<file path="src/rtl/fir_pkg.sv">
// Shared constants and state encoding for the FIR tap sequencer.
package fir_pkg;

    localparam int unsigned NTAPS   = 5;
    localparam int unsigned LATENCY = 5;
    localparam int unsigned XW      = 16;
    localparam int unsigned YW      = 32;
    localparam int unsigned CW      = 8;

    typedef enum logic [1:0] {
        RUN   = 2'd0,
        FLUSH = 2'd1,
        SWAP  = 2'd2
    } state_t;

endpackage

</file>
<file path="src/rtl/fir_coef_bank.sv">
// Double-buffered coefficient registers: shadow is written by the config port,
// active drives the datapath and is only replaced by a swap.
module fir_coef_bank
    import fir_pkg::*;
(
    input  logic                clk,
    input  logic                rst_n,
    input  logic                wr,
    input  logic [2:0]          addr,
    input  logic [CW-1:0]       wdata,
    input  logic                swap,
    output logic [NTAPS*CW-1:0] coef,
    output logic                err
);

    localparam logic [2:0] NTAPS_ADDR = 3'(NTAPS);

    logic [CW-1:0] shadow_q [NTAPS];
    logic [CW-1:0] active_q [NTAPS];
    logic          err_q;
    logic          wr_ok;

    // Out-of-range writes are dropped and only flag the error.
    assign wr_ok = wr & (addr < NTAPS_ADDR);
    assign err   = err_q;

    // Swap copies the pre-write shadow, so a same-cycle write lands after the copy.
    always_ff @(posedge clk or negedge rst_n) begin
        if (!rst_n) begin
            for (int k = 0; k < int'(NTAPS); k++) begin
                shadow_q[k] <= '0;
                active_q[k] <= '0;
            end
            err_q <= 1'b0;
        end else begin
            if (swap) begin
                for (int k = 0; k < int'(NTAPS); k++) begin
                    active_q[k] <= shadow_q[k];
                end
            end
            if (wr_ok) begin
                shadow_q[addr] <= wdata;
            end
            if (wr && !wr_ok) begin
                err_q <= 1'b1;
            end
        end
    end

    // Flatten active taps; tap k occupies bits [k*CW +: CW].
    always_comb begin
        coef = '0;
        for (int k = 0; k < int'(NTAPS); k++) begin
            coef[k*CW +: CW] = active_q[k];
        end
    end

endmodule

</file>
<file path="src/rtl/fir_tap_sequencer.sv">
// Sequencer for the five-tap FIR datapath: turns the sample handshake into the
// datapath advance strobe, tracks which pipeline slots hold real samples, and
// drains the pipe before flush completion or a coefficient swap.
module fir_tap_sequencer
    import fir_pkg::*;
(
    input  logic                clk,
    input  logic                rst_n,
    input  logic                s_valid,
    output logic                s_ready,
    input  logic [XW-1:0]       s_data,
    output logic [XW-1:0]       dp_x,
    output logic                dp_ena,
    input  logic [YW-1:0]       dp_y,
    output logic                m_valid,
    input  logic                m_ready,
    output logic [YW-1:0]       m_data,
    output logic [NTAPS*CW-1:0] coef,
    input  logic                cfg_wr,
    input  logic [2:0]          cfg_addr,
    input  logic [CW-1:0]       cfg_data,
    input  logic                cfg_commit,
    output logic                cfg_busy,
    output logic                cfg_err,
    input  logic                flush_req,
    output logic                flush_done
);

    state_t             state_q, state_d;
    logic [LATENCY-1:0] vld_q, vld_d;
    logic               started_q;
    logic               flush_pend_q, flush_pend_d;
    logic               commit_pend_q, commit_pend_d;
    logic               stall, pend, accept, shift_in, drained, swap;

    assign m_valid  = vld_q[LATENCY-1];
    assign m_data   = dp_y;
    assign stall    = m_valid & ~m_ready;
    assign pend     = flush_pend_q | commit_pend_q;
    assign cfg_busy = commit_pend_q;

    // Next-state, handshake and datapath strobes.
    always_comb begin
        state_d       = state_q;
        s_ready       = 1'b0;
        accept        = 1'b0;
        dp_ena        = 1'b0;
        dp_x          = '0;
        shift_in      = 1'b0;
        drained       = 1'b0;
        flush_done    = 1'b0;
        swap          = 1'b0;
        flush_pend_d  = flush_pend_q | flush_req;
        // A commit while one is already pending is ignored by construction.
        commit_pend_d = commit_pend_q | cfg_commit;

        unique case (state_q)
            RUN: begin
                s_ready  = started_q & ~stall & ~pend;
                accept   = s_valid & s_ready;
                dp_x     = s_data;
                // Bubble advance retires a taken result even without a new sample.
                dp_ena   = accept | (m_valid & m_ready);
                shift_in = accept;
                if (pend) begin
                    state_d = FLUSH;
                end
            end
            FLUSH: begin
                dp_ena  = ~stall & (vld_q != '0);
                drained = (vld_q == '0) || (dp_ena && (vld_q[LATENCY-2:0] == '0));
                if (drained) begin
                    flush_done   = 1'b1;
                    flush_pend_d = 1'b0;
                    state_d      = commit_pend_q ? SWAP : RUN;
                end
            end
            SWAP: begin
                swap          = 1'b1;
                commit_pend_d = 1'b0;
                state_d       = RUN;
            end
            default: begin
                state_d = RUN;
            end
        endcase

        vld_d = dp_ena ? {vld_q[LATENCY-2:0], shift_in} : vld_q;
    end

    // State, slot-valid shift register and pending-request latches.
    always_ff @(posedge clk or negedge rst_n) begin
        if (!rst_n) begin
            state_q       <= RUN;
            vld_q         <= '0;
            started_q     <= 1'b0;
            flush_pend_q  <= 1'b0;
            commit_pend_q <= 1'b0;
        end else begin
            state_q       <= state_d;
            vld_q         <= vld_d;
            started_q     <= 1'b1;
            flush_pend_q  <= flush_pend_d;
            commit_pend_q <= commit_pend_d;
        end
    end

    fir_coef_bank u_coef_bank (
        .clk   (clk),
        .rst_n (rst_n),
        .wr    (cfg_wr),
        .addr  (cfg_addr),
        .wdata (cfg_data),
        .swap  (swap),
        .coef  (coef),
        .err   (cfg_err)
    );

endmodule

</file>
<file path="config.mk">
export PLATFORM = sky130hd
export DESIGN_NAME = fir_tap_sequencer
export DESIGN_NICKNAME = d
export VERILOG_FILES = /design/src/rtl/fir_pkg.sv /design/src/rtl/fir_coef_bank.sv /design/src/rtl/fir_tap_sequencer.sv
export SDC_FILE = /design/constraint.sdc
export NUM_CORES = 1
export LEC_CHECK = 0
export BUFFER_PORTS_ARGS = -buffer_cell sky130_fd_sc_hd__buf_2
export CAP_MARGIN = 30
export CORE_UTILIZATION = 43
export DETAILED_ROUTE_END_ITERATION = 10
export HOLD_SLACK_MARGIN = 0.03
export PLACE_DENSITY_LB_ADDON = 0.15
export SYNTH_ARGS = -nofsm -noshare
export SYNTH_HDL_FRONTEND = slang
export SYNTH_SLANG_ARGS = --single-unit
</file>
<file path="constraint.sdc">
create_clock -name clk -period 1.4 [get_ports clk]
set_input_delay 0.42 -clock clk [delete_from_list [all_inputs] [get_ports clk]]
set_output_delay 0.42 -clock clk [all_outputs]
set_load 0.02 [all_outputs]
</file>
# Yosys cells after proc, flatten, opt, wreduce, memory -nomap -nowiden
# Index checks and enable logic that the tools add are counted.
[op_classes] muxes=17 order_cmp=3 eq_ne=4 reduce_logical=10 bitwise_logic=15
[op_table] op="$bwmux W40" count=1
[op_table] op="$demux W8 S3" count=1
[op_table] op="$mux W16" count=1
[op_table] op="$mux W1" count=8
[op_table] op="$mux W8" count=1
[op_table] op="$and A1 B1 Y1" count=7
[op_table] op="$mux W2" count=3
[op_table] op="$logic_not A5 Y1" count=1
[op_table] op="$reduce_bool A5 Y1" count=1
[op_table] op="$ge A4 B4 Y1 const B" count=1
[op_table] op="$logic_not A4 Y1" count=1
[op_table] op="$lt A4 B1 Y1 const B" count=1
[op_table] op="$ne A2 B2 Y1 const B" count=2
[op_table] op="$not A3 Y4" count=1
[op_table] op="$or A1 B1 Y1" count=4
[op_table] op="$pmux W2 S2" count=1
[op_table] op="$logic_and A1 B1 Y1" count=3
[op_table] op="$lt A3 B3 Y1 const B" count=1
[op_table] op="$not A1 Y1" count=3
[op_table] op="$eq A2 B1 Y1 const B" count=1
[op_table] op="$eq A2 B2 Y1 const B" count=1
[op_table] op="$logic_not A2 Y1" count=1
[op_table] op="$pmux W1 S2" count=1
[op_table] op="$reduce_and A2 Y1" count=1
[op_table] op="2 further kinds" count=2
[word_totals] word_cells=65 inputBits=66 out_inout_bits=94 ff_bits=91

# Longest topological paths before layout
# Gate-level depths: netlist of the first run.
[logic_depth] ltp_word=8 ltp_mapped=4

# By module
# Synthesis of the first run repeated with hierarchy kept, for this count alone.
[unflattened] hier_cells=261 hier_area_um2=3865.0
[modules_own_cells] module="fir_coef_bank" cells_per_inst=175 n_inst=1 area_per_inst_um2=3050.4
[modules_own_cells] module="fir_tap_sequencer" cells_per_inst=86 n_inst=1 area_per_inst_um2=814.5

# Worst setup path after synthesis of the first run
# No wires, ideal clock.
[synth_timing] path_type="register to register" start="register commit_pend_q (netlist: cfg_busy)" end="register vld_q[1]" synth_period_minus_slack_ns=1.605 slack_ns=-0.205 setup_time_ns=0.125 required_time_ns=1.275 path_stages_with_launch=5 arrival_ns=1.480 cell_sequence="dfrtp_1 -> nor2_1 -> nand4_4 -> o221ai_4 -> mux2_2"
[synth_via] elab_chain_cells=6
[synth_rtl] item="start: declaration" line_no="fir_tap_sequencer.sv:33" source="logic commit_pend_q, commit_pend_d;"
[synth_rtl] item="start signal: assignment" line_no="fir_tap_sequencer.sv:104" source="commit_pend_q <= commit_pend_d;"
[synth_rtl] item="$or A1 B1 Y1" line_no="fir_tap_sequencer.sv:39" source="assign pend = flush_pend_q | commit_pend_q;"
[synth_rtl] item="$not A1 Y1" line_no="fir_tap_sequencer.sv:59" source="s_ready = started_q & ~stall & ~pend;"
[synth_rtl] item="$and A1 B1 Y1" line_no="fir_tap_sequencer.sv:59"
[synth_rtl] item="$and A1 B1 Y1" line_no="fir_tap_sequencer.sv:60" source="accept = s_valid & s_ready;"
[synth_rtl] item="$or A1 B1 Y1" line_no="fir_tap_sequencer.sv:63" source="dp_ena = accept | (m_valid & m_ready);"
[synth_rtl] item="$pmux W1 S2" line_no="fir_tap_sequencer.sv:57" source="unique case (state_q)"
[synth_rtl] item="net dp_ena" line_no="fir_tap_sequencer.sv:13" source="output logic dp_ena,"
[synth_rtl] item="end signal: assignment" line_no="fir_tap_sequencer.sv:101" source="vld_q <= vld_d;"
[synth_rtl] item="end: declaration" line_no="fir_tap_sequencer.sv:30" source="logic [LATENCY-1:0] vld_q, vld_d;"
# The timed path passes the listed nets, and every way through them passes these cells.
# A chain may end at the register's enable or synchronous reset.

# Final worst setup path of the first run
[layout_timing] start="register vld_q[2]" end="output dp_ena"
[layout_via] elab_chain_cells=3
[layout_rtl] item="$reduce_bool A5 Y1" line_no="fir_tap_sequencer.sv:70" source="dp_ena = ~stall & (vld_q != '0);"
[layout_rtl] item="$and A1 B1 Y1" line_no="fir_tap_sequencer.sv:70"
[layout_rtl] item="$pmux W1 S2" line_no="fir_tap_sequencer.sv:57"
[layout_rtl] item="end: declaration" line_no="fir_tap_sequencer.sv:13"
# Every way passes these cells.

==> flow_summary.ini, run 1 <==
[placed_design]
pre_cts_slack_ns = -0.285
placed_cell_area_um2 = 4570
gp_congestion = 0.850
dpl.hpwl_mm = 6.07
port-buffer-count = 95

[yosys]
netlist_instances = 263
synth_area_um2 = 3890
ys_warn_count = 0
synth_flop_cell = dfrtp_1
async_flop_share_pct = 100
synth_area_per_cell_um2 = 14.8
synth_nets = 329
synth.distinct_cells = 26
ys_ff_latch = 91
synth_edf_count = 0
ys_seq_area_share_pct = 58.5

[layout]
n_antenna_cell = 0
syn_to_final_growth_pct = 30.8
finalNetCount = 430
drive_gt1_share_pct = 69.1
layout.area.seq_um2 = 2280
fin_area_um2 = 5090
multi_input_area_um2 = 1410
nFillCells = 718

[drt]
drc_errors = 0
routed_via_density = 4.95
wire_per_inst_um = 17.4
dr.pass1.iters = 4
wl_met1_mm = 3.44
top_layer_used = met4
vias = 2359
routed_wl_mm = 8.32
antenna_left = 0
met2_wirelength_mm = 4.08
initialDrtViolationCount = 59
wl_met3_um = 449

[global_route]
grt_pass1_wl_mm = 13.7
grt_start_max_net_pins = 29
antenna_found_initial = 0
grt_pass1_vias = 2577
track_usage_pct = 18.9
grt_overflow_total = 0

[sta]
clock_skew_ns = 0.0121
min_period_ns = 1.93
finalSetupViolCount = 40
tns_ns = -9.75
hold_violations = 0
rsz0062_at_grt = true
fmax_mhz = 517
fin_ws_ns = -0.533
whs_ns = 0.270
timing.final.max_slew_violations = 0
period_share_pct = 138

[die]
row_count = 34
die_w_um = 97.2
chipHeight_um = 97.2
dieArea_um2 = 9440
initial_core_util_pct = 44.4
core_area_um2 = 8760
io_pins = 160

[power_and_ir_drop]
power.density_nw_per_um2 = 2160
ir_drop_v = 0.000923
p_leak_nw = 2.44
total_power_mw = 11.0

[cts]
numCtsBuffers = 9
clkTransAtPathRegs_ns = 0.09
htree_levels = 3
cts_sinks = 91
cts_root_buf = clkbuf_8
cts_tree = yes
worst_skew_pair.late_latency_ns = 0.36
cts_max_path_buffers = 2

[critical_path]
crit_buf_inv = 2
critPathMaxStageDelay_ns = 0.41
crit_arrival_ns = 1.51
path_class = reg -> out
path_cells = nor4_4 -> buf_4 -> o221ai_4 -> buf_6
required_ns = 0.98
startpoint_type = flop
cpLargestDelayFamily = flip-flops
end_kind = output pin
path_max_fanout = 2
slowest_stage = dfrtp_1

[min_path]
hold_path_class = in -> reg

[run_status]
violations = setup timing
outcome = complete, but fails checks

[run]
drv_cap = 0
==> per-stage QoR <==
stage	util, %	std cells
6_report	58.1	477
5_1_grt	58.1	477
4_1_cts	57.3	475
3_5_place_dp	52.2	454
3_3_place_gp	52.2	454
2_1_floorplan	-	263
==> worst reg2reg max path: stages (launching register included) <==
cell      delay (ns)
dfrtp_1         0.41
nor4_4          0.31
buf_4           0.18
o221ai_4        0.11
buf_4           0.16
buf_6           0.10
buf_6           0.10
buf_6           0.12
mux2_4          0.29
==> per-layer routing <==
| metal | vias to the layer above | global-route usage, % |
|---|---|---|
| li1 | 1064 | - |
| met1 | 1179 | 22.8 |
| met5 | - | 0 |
| met4 | 0 | 11.0 |
| met3 | 39 | 3.96 |
| met2 | 77 | 31.1 |
==> area by class of cell <==
type / count / area share, %
Clock buffer: 9 / 2.43
Sequential cell: 91 / 44.8
Inverter: 3 / 0.221
Tap cell: 108 / 2.65
Multi-Input combinational cell: 129 / 27.7
Clock inverter: 7 / 1.97
Timing Repair Buffer: 130 / 20.2
==> flip-flops by register name, summed over array words and instances (netlist names) <==
register and cells:
u_coef_bank.coef 40, state_q 2, started_q 1, cfg_busy 1, u_coef_bank.err 1, vld_q 5, u_coef_bank.shadow_q 40, flush_pend_q 1
==> power breakdown <==
group / switching [mW] / internal [mW]
clock: 0.954 / 1.02
combinational: 2.38 / 2.56
sequential: 0.498 / 3.57
==> layout by cell type (no fill, tap or decap), types with 6 or more instances in the layout <==
master	Yosys	layout
buf_12	0	6
clkbuf_8	0	9
buf_4	35	19
mux2_4	0	12
buf_6	0	28
dfrtp_1	91	89
mux2_2	80	68
buf_2	4	73
and2_2	0	10
==> synthesized netlist by cell type, types with 2 or more instances <==
library cell / number / area share [%]
and2_1: 17 / 2.7
buf_2: 4 / 0.51
buf_4: 35 / 6.7
dfrtp_1: 91 / 58
inv_1: 3 / 0.29
mux2_1: 4 / 1.2
mux2_2: 80 / 23
nand2_1: 2 / 0.19
nand2b_1: 3 / 0.48
nand3b_1: 2 / 0.39
nor2_1: 5 / 0.48
nor3_4: 2 / 0.84
nor3b_4: 2 / 0.96
==> final timing paths <==
kind                            startpoint                   end  slack, ns  cells after the start
max                               vld_q[2]                dp_ena      -0.53                      4
min                             cfg_commit              cfg_busy       0.27                      2
max reg2reg                       vld_q[2]              vld_q[1]      -0.50                      8
min reg2reg                u_coef_bank.err       u_coef_bank.err       0.48                      1
max in group asynchronous            rst_n  u_coef_bank.coef[29]       0.38                      3
min in group asynchronous            rst_n  u_coef_bank.coef[32]       0.52                      2
==> kinds of logic (layout without fill, tap and decap cells) <==
logic type / count (synthesis) / count (layout) / share of synthesized area (%)
AOI/OAI and AO/OA: 5 / 5 / 1.41
other: 1 / 1 / 0.0963
and+or+nand+nor: 39 / 39 / 8.07
muxes: 84 / 84 / 24.3
DFF: 91 / 91 / 58.5
buffers and inverters: 43 / 149 / 7.65
==> what timing repair did <==
item | CTS | global route
endpoints found under the hold margin | 22 | 0
endpoints found under the setup margin | 33 | 51
gates cloned | 1 | 2
resized for setup | 53 | 8
pin swaps | 4 | 2
setup buffers | 3 | 2
hold buffers | 1 | 0
Note: power is estimated with default switching activity, not from simulation.
==> run 2, diff against run 1 <==
ABC_AREA = 1   (was unset)
CORE_UTILIZATION = 50   (was 43)
clock period = 2.4 ns   (was 1.4 ns; I/O delays follow)
==> run 2 against run 1 <==
- the run now ends clean
- first-iteration DRC count grew 95%
- cell count is 27% higher
- clock-buffer cell count rose by 2
- critical endpoint unchanged
- highest routed layer unchanged
==> flow_summary.ini, run 2 <==
[run_status]
outcome = complete, no violations

[global_route]
track_usage_pct = 22.5
grt_start_max_net_pins = 42
grt_overflow_total = 0
grt_pass1_vias = 2703
antenna_found_initial = 0
grt_pass1_wl_mm = 13.0

[layout]
nFillCells = 673
n_antenna_cell = 0
layout.cells.non_filler = 607
layout_common_cells = 182 x nand2_1, 94 x buf_2, 91 x dfrtp_1, 41 x o21ai_0, 30 x nor2_1
layout.area.seq_um2 = 2280
syn_to_final_growth_pct = 15.3
multi_input_area_um2 = 1130
finalNetCount = 569
drive_gt1_share_pct = 24.2
layout_commonest_cell = nand2_1

[power_and_ir_drop]
p_leak_nw = 2.56
power.density_nw_per_um2 = 1270
ir_drop_v = 0.000477
total_power_mw = 5.59

[critical_path]
crit_buf_inv = 2
end_kind = output pin
cpMostUsedCell = nand2_1
required_ns = 1.68
slowest_stage = dfrtp_1
path_max_fanout = 6
path_cells = inv_2 -> nand2_1 -> nor2_1 -> nand2_1 -> nand2_1 -> nand2_2 -> nand2_4 -> buf_2
path_class = reg -> out
crit_arrival_ns = 1.55
startpoint = state_q[1]
startpoint_type = flop
r2r_start = state_q[1]
rrSetupSlack_ns = 1.05
critPathMaxStageDelay_ns = 0.41
cpLargestDelayFamily = simple AND/OR/NAND/NOR gates

[placed_design]
port-buffer-count = 95
dp.cells = 591
pre_cts_slack_ns = 0.116
dpl.hpwl_mm = 5.71
gp_congestion = 0.774

[cts]
numCtsBuffers = 9
cts_resized = 0
htree_levels = 3
worst_skew_pair.late_latency_ns = 0.35
post_cts.repair.setup_buffers = 0
cts_root_buf = clkbuf_8
cts_tree = yes
cts_sinks = 91
cts_max_path_buffers = 2
cts_hold_buffers = 0
clkTransAtPathRegs_ns = 0.09

[sta]
fmax_mhz = 440
clock_skew_ns = 0.00698
hold_violations = 0
fin_ws_ns = 0.126
finalSetupViolCount = 0
worst_slew_pin_slew_ns = 0.681
rsz0062_at_grt = false
slew_headroom_pct = 54.5
tns_ns = 0
min_period_ns = 2.27
period_share_pct = 94.7
timing.final.max_slew_violations = 0

[yosys]
synth.most_common_cell = nand2_1
synth_area_um2 = 3830
synth.distinct_cells = 18
ys_ff_latch = 91
synth_edf_count = 0
synth_area_leaders = dfrtp_1 59%, nand2_1 18%, buf_4 6.3%
ys_top_cells_by_count = 183 x nand2_1, 91 x dfrtp_1, 41 x o21ai_0, 32 x buf_4
async_flop_share_pct = 100
netlist.area_leader.share_pct = 59.5
netlist_instances = 440
synth_nets = 506
ys_warn_count = 0
synth_flop_cell = dfrtp_1
ys_seq_area_share_pct = 59.5
synth_top_area_cell = dfrtp_1
synth_area_per_cell_um2 = 8.70

[die]
dieArea_um2 = 8010
io_pins = 160
chipHeight_um = 89.5
core_area_um2 = 7330
die_w_um = 89.5
initial_core_util_pct = 52.2
row_count = 31

[drt]
dr.pass1.iters = 4
routed_wl_mm = 8.19
wire_per_inst_um = 13.5
initialDrtViolationCount = 115
antenna_left = 0
drc_errors = 0
routed_via_density = 4.82
vias = 2925

[run]
drv_cap = 0

[min_path]
hold_path_class = in -> async
## run 2: cell types whose count changed after synthesis, sizes merged, moves of 2 or more
cell and delta:
and2 -17, nor2 +26, inv +28, mux2 -84, nand2b -4, nand3 +8
nand3b -2, nand2 +183, nor3 -3, clkbuf +8, o21ai +40
## run 2: path summary, 6_finish.rpt
path | endpoint | cells past startpoint
setup / recovery | dp_ena | 8
hold / removal | vld_q[0] | 1
setup reg to reg | u_coef_bank.coef[31] | 5
hold reg to reg | u_coef_bank.coef[11] | 2
max in group asynchronous | u_coef_bank.coef[9] | 2
min in group clk | u_coef_bank.coef[11] | 2
## run 2: final cells by class
cell class,instances,share of cell area (%)
multi-input combinational,271,25.7
inverter,31,2.64
clock buffer,11,3.20
timing repair buffer,99,11.8
clock inverter,5,2.27
tap,99,2.81
sequential,91,51.6
## run 2: per-layer routing
layer	vias to the layer above	global-route usage [%]	share of wire (%)
li1	1429	-	-
met3	22	3.60	5.9
met4	0	11.3	2.1
met2	106	36.8	47
met5	-	0	0
met1	1368	29.3	45
## run 2: cell families after synthesis
group                  count (synthesis)  synth area share (%)
AOI/OAI and AO/OA                     42                  5.56
buffers and inverters                 78                  11.1
DFF                                   91                  59.5
other                                  1                0.0980
and+or+nand+nor                      228                  23.7
## run 2: per-stage QoR
step | hold slack, ns | util, % | area [µm²]
2_1_floorplan | 0.424 | - | 3830
3_3_place_gp | 0.451 | 56.8 | 4160
3_5_place_dp | 0.453 | 56.8 | 4160
4_1_cts | 0.321 | 60.1 | 4400
5_1_grt | 0.345 | 60.2 | 4410
6_report | 0.319 | 60.2 | 4410
## run 2: report_power, final
group | switching (mW) | total, mW | internal (mW)
logic | 1.37 | 2.03 | 0.655
clock network | 0.502 | 1.22 | 0.717
registers | 0.300 | 2.35 | 2.05
total | 2.17 | 5.59 | 3.42
==> run 3, diff against run 2 <==
REMOVE_ABC_BUFFERS = 1   (was unset)
==> run 3 against run 2 <==
- die area is the same
- wire length grew 7.5%
- sequential share of layout area grew 0.62 points
- combinational power is essentially flat
- clock skew grew 0.0029 ns
- global-route usage grew 1.4 points
- flip-flop and latch count is the same
- power shrank 5.0%
- non-clock buffer count is the same
- via count grew 0.96%
==> flow_summary.ini, run 3 (same netlist as run 2, synthesis figures left out) <==
[drt]
routed_via_density = 4.86
drc_errors = 0
initialDrtViolationCount = 153
dr.pass1.iters = 5
routed_wl_mm = 8.80
wire_per_inst_um = 14.5
antenna_left = 0
vias = 2953

[global_route]
grt_overflow_total = 0
grt_pass1_wl_mm = 13.7
grt_start_max_net_pins = 44
grt_pass1_vias = 2672
track_usage_pct = 23.9
antenna_found_initial = 0

[critical_path]
end_kind = output pin
path_class = reg -> out
cpMostUsedCell = nand2_1
cpLargestDelayFamily = simple AND/OR/NAND/NOR gates
crit_buf_inv = 2
critPathMaxStageDelay_ns = 0.40
startpoint_type = flop
slowest_stage = dfrtp_1
required_ns = 1.68
path_max_fanout = 6
crit_arrival_ns = 1.56
path_cells = inv_2 -> nand2_1 -> nor2_1 -> nand2_1 -> nand2_1 -> nand2_4 -> nand2_4 -> buf_2

[sta]
timing.final.max_slew_violations = 0
worst_slew_pin_slew_ns = 0.675
slew_headroom_pct = 54.9
min_period_ns = 2.28
clock_skew_ns = 0.00985
hold_violations = 0
finalSetupViolCount = 0
period_share_pct = 94.9
fmax_mhz = 439
whs_ns = 0.285

[die]
core_area_um2 = 7330
dieArea_um2 = 8010
chipHeight_um = 89.5
initial_core_util_pct = 52.2
row_count = 31
io_pins = 160
die_w_um = 89.5

[layout]
layout_common_cells = 182 x nand2_1, 94 x buf_2, 91 x dfrtp_1, 41 x o21ai_0, 30 x nor2_1
syn_to_final_growth_pct = 13.9
finalNetCount = 569
multi_input_area_um2 = 1140
fin_area_um2 = 4360
layout.area.seq_um2 = 2280
layout.cells.non_filler = 607
n_antenna_cell = 0
post-route-util_pct = 59.5
drive_gt1_share_pct = 24.4
nFillCells = 686
layout_commonest_cell = nand2_1

[cts]
worst_skew_pair.late_latency_ns = 0.34
cts_sinks = 91
htree_levels = 3
cts_root_buf = clkbuf_8
clkTransAtPathRegs_ns = 0.09
cts_max_path_buffers = 2
cts_tree = yes
cts_hold_buffers = 0
numCtsBuffers = 9

[placed_design]
dp.cells = 591
dpl.hpwl_mm = 6.22
gp_congestion = 0.835
placed_cell_area_um2 = 4170
port-buffer-count = 95

[run]
drv_cap = 0

[power_and_ir_drop]
ir_drop_v = 0.000478
p_leak_nw = 2.52
power.density_nw_per_um2 = 1220

[run_status]
outcome = complete, no violations

[min_path]
hold_path_class = in -> async
## run 3: changes by cell type in the layout (fill, tap and decap cells not counted), sizes merged
| cell | delta |
|---|---|
| bufinv | -3 |
| clkinvlp | +3 |
| clkbuf | -1 |
| clkinv | +1 |
## run 3: cell type report
cell class                      instances  share of cell area, %
Sequential cell                        91                   52.2
Multi-Input combinational cell        271                   26.2
Inverter                               31                   2.67
Timing Repair Buffer                   99                   11.9
Tap cell                               99                   2.84
Clock buffer                           10                   3.16
Clock inverter                          6                  0.947
## run 3: path summary, 6_finish.rpt
| check | startpoint | end | slack, ns | depth (start not counted) |
|---|---|---|---|---|
| hold / removal | rst_n | u_coef_bank.coef[22] | 0.28 | 1 |
| max in group asynchronous | rst_n | u_coef_bank.coef[7] | 1.50 | 2 |
| hold reg to reg | u_coef_bank.coef[13] | u_coef_bank.coef[13] | 0.47 | 2 |
| setup reg to reg | state_q[0] | u_coef_bank.coef[28] | 0.94 | 4 |
| min in group clk | u_coef_bank.coef[13] | u_coef_bank.coef[13] | 0.47 | 2 |
| setup / recovery | state_q[1] | dp_ena | 0.12 | 8 |
## run 3: power breakdown
group | internal (mW) | total, mW | switching, mW
registers | 2.05 | 2.35 | 0.298
clock network | 0.403 | 0.928 | 0.525
logic | 0.660 | 2.04 | 1.38
## run 3: metrics by stage
step                      power [mW]  setup slack (ns)  setup TNS (ns)
after floorplan                 3.63             0.344               0
after global placement          4.35             0.148               0
after detailed placement        4.40             0.121               0
after CTS                       5.33            0.0105               0
after global routing            5.73           -0.0130         -0.0130
final                           5.31             0.123               0
## run 3: per-layer routing
metal / wire, µm / GRT usage [%] / part of all wire [%]
met1: 3900 / 32.7 / 44
met4: 121 / 7.07 / 1.4
met5: 32 / 7.14 / 0.36
met3: 1070 / 11.8 / 12
met2: 3680 / 32.8 / 42
## run 3: repair_timing
item                       4_1_cts  5_1_grt
setup endpoints to repair        0       14
buffers inserted                 0        0
gates resized for setup          0        5
